### config.mk
export PLATFORM = sky130hd
export DESIGN_NAME = pipe_stage_chain
export DESIGN_NICKNAME = d
export VERILOG_FILES = /design/src/rtl/pipe_pkg.sv /design/src/rtl/pipe_stage_chain_reg.sv /design/src/rtl/pipe_stage_chain.sv
export SDC_FILE = /design/constraint.sdc
export NUM_CORES = 1
export LEC_CHECK = 0
export CAP_MARGIN = 20
export CORE_MARGIN = 2
export CORE_UTILIZATION = 40
export CTS_CLUSTER_SIZE = 14
export DETAILED_ROUTE_END_ITERATION = 16
export PLACE_DENSITY = 0.78
export SYNTH_ARGS = -nofsm -noshare
export SYNTH_HDL_FRONTEND = slang
export SYNTH_SLANG_ARGS = --single-unit
### constraint.sdc
create_clock -name CLK -period 5.3 [get_ports CLK]
set_clock_uncertainty 0.1 [all_clocks]
set_input_delay 1.06 -clock CLK [delete_from_list [all_inputs] [get_ports CLK]]
set_output_delay 1.06 -clock CLK [all_outputs]
set_load 0.1 [all_outputs]
### src/rtl/pipe_pkg.sv
// Shared types and helpers for the generic pipeline stage chain.
// Counter width, bubble/flush zero payload and the effective-hold evaluation.
package pipe_pkg;

  localparam int unsigned PIPE_CNT_W     = 32;
  localparam int unsigned PIPE_MAX_DEPTH = 32;
  localparam int unsigned PIPE_MAX_W     = 1024;

  localparam logic [PIPE_MAX_W-1:0] PIPE_ZERO = '0;

  // Stall ripples from the last stage upward; with collapse an empty stage breaks it.
  // Bits above the real depth are zero-extended inputs, so they never hold.
  function automatic logic [PIPE_MAX_DEPTH-1:0] pipe_hold_eff(
    input logic [PIPE_MAX_DEPTH-1:0] hold,
    input logic [PIPE_MAX_DEPTH-1:0] valid,
    input logic                      collapse
  );
    logic [PIPE_MAX_DEPTH:0] h;
    h = '0;
    for (int i = int'(PIPE_MAX_DEPTH) - 1; i >= 0; i--) begin
      h[i] = (hold[i] | h[i+1]) & (valid[i] | ~collapse);
    end
    return h[PIPE_MAX_DEPTH-1:0];
  endfunction

endpackage

### src/rtl/pipe_stage_chain_reg.sv
// One pipeline stage register: flush, hold, bubble or load, in that priority.
module pipe_stage_reg
  import pipe_pkg::*;
#(
  parameter int unsigned W = 32
) (
  input  logic         CLK,
  input  logic         RST,
  input  logic         flush,
  input  logic         hold,
  input  logic         up_held,
  input  logic         load_valid,
  input  logic [W-1:0] load_data,
  output logic         valid,
  output logic [W-1:0] data
);

  always_ff @(posedge CLK or posedge RST) begin
    if (RST) begin
      valid <= 1'b0;
      data  <= W'(PIPE_ZERO);
    end else if (flush) begin
      valid <= 1'b0;
      data  <= W'(PIPE_ZERO);
    end else if (hold) begin
      valid <= valid;
      data  <= data;
    end else if (up_held) begin
      valid <= 1'b0;
      data  <= W'(PIPE_ZERO);
    end else begin
      valid <= load_valid;
      data  <= load_valid ? load_data : W'(PIPE_ZERO);
    end
  end

endmodule

### src/rtl/pipe_stage_chain.sv
// DEPTH-stage pipeline register chain with per-stage hold/flush and stall propagation.
// Define PIPE_STAGE_CHAIN_PERF_EN to build the bubble/flush saturating counters.
module pipe_stage_chain
  import pipe_pkg::*;
#(
  parameter int unsigned W        = 32,
  parameter int unsigned DEPTH    = 4,
  parameter bit          COLLAPSE = 1'b0
) (
  input  logic                  CLK,
  input  logic                  RST,
  input  logic [W-1:0]          IN_DATA,
  input  logic                  IN_VALID,
  output logic                  IN_READY,
  input  logic [DEPTH-1:0]      HOLD,
  input  logic [DEPTH-1:0]      FLUSH,
  output logic [DEPTH*W-1:0]    STAGE_DATA,
  output logic [DEPTH-1:0]      STAGE_VALID,
  output logic [DEPTH-1:0]      HOLD_EFF,
  output logic [PIPE_CNT_W-1:0] BUBBLE_CNT,
  output logic [PIPE_CNT_W-1:0] FLUSH_CNT
);

  logic [DEPTH-1:0] hold_eff;
  logic [W-1:0]     stage_data [DEPTH];

  // DEPTH must not exceed PIPE_MAX_DEPTH.
  assign hold_eff = DEPTH'(pipe_hold_eff(PIPE_MAX_DEPTH'(HOLD), PIPE_MAX_DEPTH'(STAGE_VALID), COLLAPSE));
  assign HOLD_EFF = hold_eff;
  assign IN_READY = ~hold_eff[0];

  for (genvar i = 0; i < DEPTH; i++) begin : g_stage
    logic         up_held;
    logic         ld_valid;
    logic [W-1:0] ld_data;

    if (i == 0) begin : g_head
      assign up_held  = 1'b0;
      assign ld_valid = IN_VALID;
      assign ld_data  = IN_DATA;
    end else begin : g_body
      assign up_held  = hold_eff[i-1];
      assign ld_valid = STAGE_VALID[i-1];
      assign ld_data  = stage_data[i-1];
    end

    pipe_stage_reg #(.W(W)) u_reg (
      .CLK        (CLK),
      .RST        (RST),
      .flush      (FLUSH[i]),
      .hold       (hold_eff[i]),
      .up_held    (up_held),
      .load_valid (ld_valid),
      .load_data  (ld_data),
      .valid      (STAGE_VALID[i]),
      .data       (stage_data[i])
    );

    assign STAGE_DATA[i*W +: W] = stage_data[i];
  end

`ifdef PIPE_STAGE_CHAIN_PERF_EN
  logic [DEPTH-1:0]      bubble_vec;
  logic                  bubble_any;
  logic                  flush_hit;
  logic [PIPE_CNT_W-1:0] bubble_cnt;
  logic [PIPE_CNT_W-1:0] flush_cnt;

  // A stage bubbles when it moves while its upstream neighbour is held.
  assign bubble_vec = ~FLUSH & ~hold_eff & {hold_eff[DEPTH-2:0], 1'b0};
  assign bubble_any = |bubble_vec;
  assign flush_hit  = |(FLUSH & STAGE_VALID);

  always_ff @(posedge CLK or posedge RST) begin
    if (RST) begin
      bubble_cnt <= '0;
      flush_cnt  <= '0;
    end else begin
      if (bubble_any && (bubble_cnt != '1)) bubble_cnt <= bubble_cnt + PIPE_CNT_W'(1);
      if (flush_hit && (flush_cnt != '1))   flush_cnt  <= flush_cnt + PIPE_CNT_W'(1);
    end
  end

  assign BUBBLE_CNT = bubble_cnt;
  assign FLUSH_CNT  = flush_cnt;
`else
  assign BUBBLE_CNT = '0;
  assign FLUSH_CNT  = '0;
`endif

endmodule

# ---- Word-level counts from Yosys, hierarchy flattened
# Cells that the tools add are included.
dict set report op_classes {
  n_mux 26
  eq_ne 4
  bitwise 4
}
# operator count
set ops {}
lappend ops {{$mux W32} 15}
lappend ops {{$mux W1} 11}
lappend ops {{$ne A2 B2 Y1 const B} 3}
lappend ops {{$or A1 B1 Y1} 3}
lappend ops {{$ne A2 B1 Y1 const B} 1}
lappend ops {{$not A1 Y1} 1}
dict set report totals {
  wordCells 42
  output_inout_bits 201
  regBits 132
}

# ---- Depth between registers and ports, before layout
dict set report logic_depth {
  ltp_word 6
  mapped_depth 6
  mapped_depth_nobuf 4
}

# ---- By module
# Synthesis repeated with hierarchy kept, for this count alone.
dict set report hier_totals {
  hier_cells 676
  area_unflattened_um2 6864.1
}
# module instances cells_each area_per_inst_um2
set by_module_without_submodules {}
lappend by_module_without_submodules {pipe_stage_reg 4 150 1575.3}
lappend by_module_without_submodules {pipe_stage_chain 1 76 563.0}

# ---- Least setup slack after synthesis
# OpenSTA, ideal clock, no wires.
dict set report synth_path {
  path_type {input port to output port}
  startpoint {input HOLD[3]}
  endpoint {output HOLD_EFF[0]}
  cell_stages 3
  slack_ps -667
  t_arrival_ps 4807
  path_cell_list {nor4_1 -> inv_1 -> buf_4}
}
dict set report synth_via {
  elab_chain_len 3
}
# element line_no
set synth_lines {}
lappend synth_lines {{start: declaration} pipe_stage_chain.sv:15} ;# input logic [DEPTH-1:0] HOLD,
lappend synth_lines {{$or A1 B1 Y1 (3 in a row)} pipe_pkg.sv:21} ;# h[i] = (hold[i] | h[i+1]) & (valid[i] | ~collapse);
lappend synth_lines {{end: declaration} pipe_stage_chain.sv:19} ;# output logic [DEPTH-1:0] HOLD_EFF,
# Every way passes these cells.

# ---- Final worst setup path
dict set report layout_path {
  startpoint {input HOLD[3]}
  endpoint {output HOLD_EFF[3]}
}
# No word-level cell between the ends.

==> flow_summary.ini <==
[final_layout]
drive_gt1_share_pct = 9.57
n_fill_cell = 1051
seq_area_sq_mm = 0.00330
area_growth_pct = 42.1
multi_input_area_sq_mm = 0.00152
insertedDiodeCount = 0
nets = 594

[clock_tree]
post-cts-setup-buffer-count = 0
clockBufferDepth = 2
cts_hold_buffers = 0
clk-insertion-delay-late_ps = 410
cts_resized = 0
cts.sinks = 132
cts-root-buf = clkbuf_16
path_clk_slew_ps = 60
cts_tree = built
cts_htree_levels = 4
cts_made_buffers = 17

[setup_path]
critPathTopFamily = buffers and inverters
cp_cell_sequence = clkdlybuf4s50_1 > clkdlybuf4s50_1
r2r_start = g_stage[0].u_reg.valid
cp-start-kind = primary input
crit_type = primary input to primary output
critPathMaxFanout = 5
cp_slowest_cell = clkdlybuf4s50_1
critPathArrivalTime_ps = 2790
cpPeakStageDelay_ps = 1170
startpoint = HOLD[3]
crit_buf_inv = 2
worst_path_most_repeated_cell = clkdlybuf4s50_1
end_kind = primary output
worstPathRequired_ps = 4140

[logic_synthesis]
syn_area_per_cell_sq_um = 13.7
synth-compound-area-share_pct = 21.9
yosysUniqueCellTypes = 21
synth_xor_area_share_pct = 0
synth_seq_cells = 132
synth_warnings = 0
yosys.area.top_type = dfrtp_1
ys_seq_area_share_pct = 62.9
synth.area.mux_share_pct = 0
netlist_instances = 382
synth_top_family_by_area = compound AO/OA/AOI/OAI gates
synth_simple_gate_area_share_pct = 1.88
synth_fa_ha_area_share_pct = 0
synthTopCellsByArea = dfrtp_1, a22o_1, buf_4, buf_2, clkbuf_1
yosys.area.top_type_share_pct = 62.9
synth_area_sq_mm = 0.00525

[global_routing]
grt.overflow.total = 0
grtUsageTotal_pct = 19.4
antenna_found_initial = 0
grt_max_degree = 106
grt_pass1_vias = 3767
grt_pass1_wl_um = 21100

[min_path]
min_from = g_stage[3].u_reg.data[26]
hp-class = register to register

[run_status]
status = completed

[pwr]
ir_drop_v = 0.000190
power_density_mw_per_mm2 = 328
power_leakage_uw = 0.00349

[timing]
final.period_utilization_pct = 74.5
rsz0062_at_grt = false
fmax_mhz = 253
period_needed_ps = 3950
slew_headroom_pct = 31.1
fin_ws_ps = 1350
hold_viol_final = 0
finalSetupViolCount = 0
drv_slew = 0
worst_slew_pin_slew_ps = 1030
setup_tns_ps = 0

[die]
fp.dieH_um = 119
die-area_sq_mm = 0.0141
start_util_pct = 41.3
core_sq_mm = 0.0127
io_pins = 244
rows = 41
die_w_um = 119

[routing]
wl_um = 13800
drc = 0
antenna_left = 0
routedWlPerCell_um = 18.7
vias_per_cell = 5.05
num_vias = 3717
drt_iter0_drc = 151
firstDrtPassIters = 4

[placement]
pre_cts_ws_ps = 1350
port_buffers = 179
dp_hpwl_um = 9460
place.gp.congestion = 0.816

[run]
cap_violations = 0
## where the power goes
group / switching, uW / internal [uW]
combinational: 285 / 41.2
clock: 489 / 621
sequential: 2.98 / 1010
total: 777 / 1670
## final cells by class
cell class | instances | area share [%]
clock buffer | 17 | 5.70
sequential | 132 | 44.3
inverter | 4 | 0.268
tap | 172 | 2.88
timing repair buffer | 187 | 24.7
multi-input combinational | 209 | 20.4
clock inverter | 15 | 1.84
## placed cells by master (no fill, tap or decap), types with 2 or more instances in the layout
cell / synthesis / layout
clkinvlp_4: 0 / 3
clkdlybuf4s50_1: 0 / 175
inv_8: 0 / 4
inv_6: 0 / 8
a21o_1: 3 / 3
dfrtp_1: 132 / 132
inv_1: 4 / 3
conb_1: 1 / 64
buf_4: 72 / 12
clkbuf_16: 0 / 17
nor2_2: 0 / 2
a22o_1: 127 / 127
## cells in the mapped netlist, drive strengths merged
cell,number
a31o,1
a21oi,1
nor2,3
conb,1
or3,1
clkbuf,14
inv,4
a21o,3
and3,1
nand4b,1
a22o,127
buf,86
nor4,1
nor2b,2
dfrtp,132
nor3b,2
nor4b,1
nand2,1
## registers in the layout (all words and copies together) (netlist names)
register / cells
g_stage.u_reg.valid: 4
g_stage.u_reg.data: 128
## cells by family after synthesis
logic type,Yosys count
compound gates,132
buf+inv,104
flops,132
other cells,1
simple gates,13
## final timing paths
path / endpoint / slack (ps) / cells after the start
max: HOLD_EFF[3] / 1350 / 2
min: g_stage[3].u_reg.data[26] / 400 / 1
max reg2reg: g_stage[1].u_reg.data[20] / 3880 / 3
min reg2reg: g_stage[3].u_reg.data[26] / 400 / 1
max in group asynchronous: g_stage[1].u_reg.data[28] / 3010 / 3
min in group asynchronous: g_stage[3].u_reg.data[24] / 1140 / 2
## stage by stage
step / hold slack, ps / utilization [%] / instance area, sq um / cells / total power (uW)
floorplan: 351 / - / 5490 / 445 / 1340
detailed placement: 390 / 54.2 / 6900 / 704 / 1360
CTS: 408 / 58.7 / 7460 / 736 / 2470
global route: 418 / 58.7 / 7460 / 736 / 2530
global placement: 358 / 54.2 / 6900 / 704 / 1360
finish: 403 / 58.7 / 7460 / 736 / 2450
## layer usage
layer	track usage [%]	vias to the layer above	routed length (um)
met5	0	-	0
li1	-	1619	-
met1	23.5	1915	5480
met3	5.41	14	981
met2	33.1	169	7130
met4	6.55	0	181
Note: power is estimated with default switching activity, not from simulation.
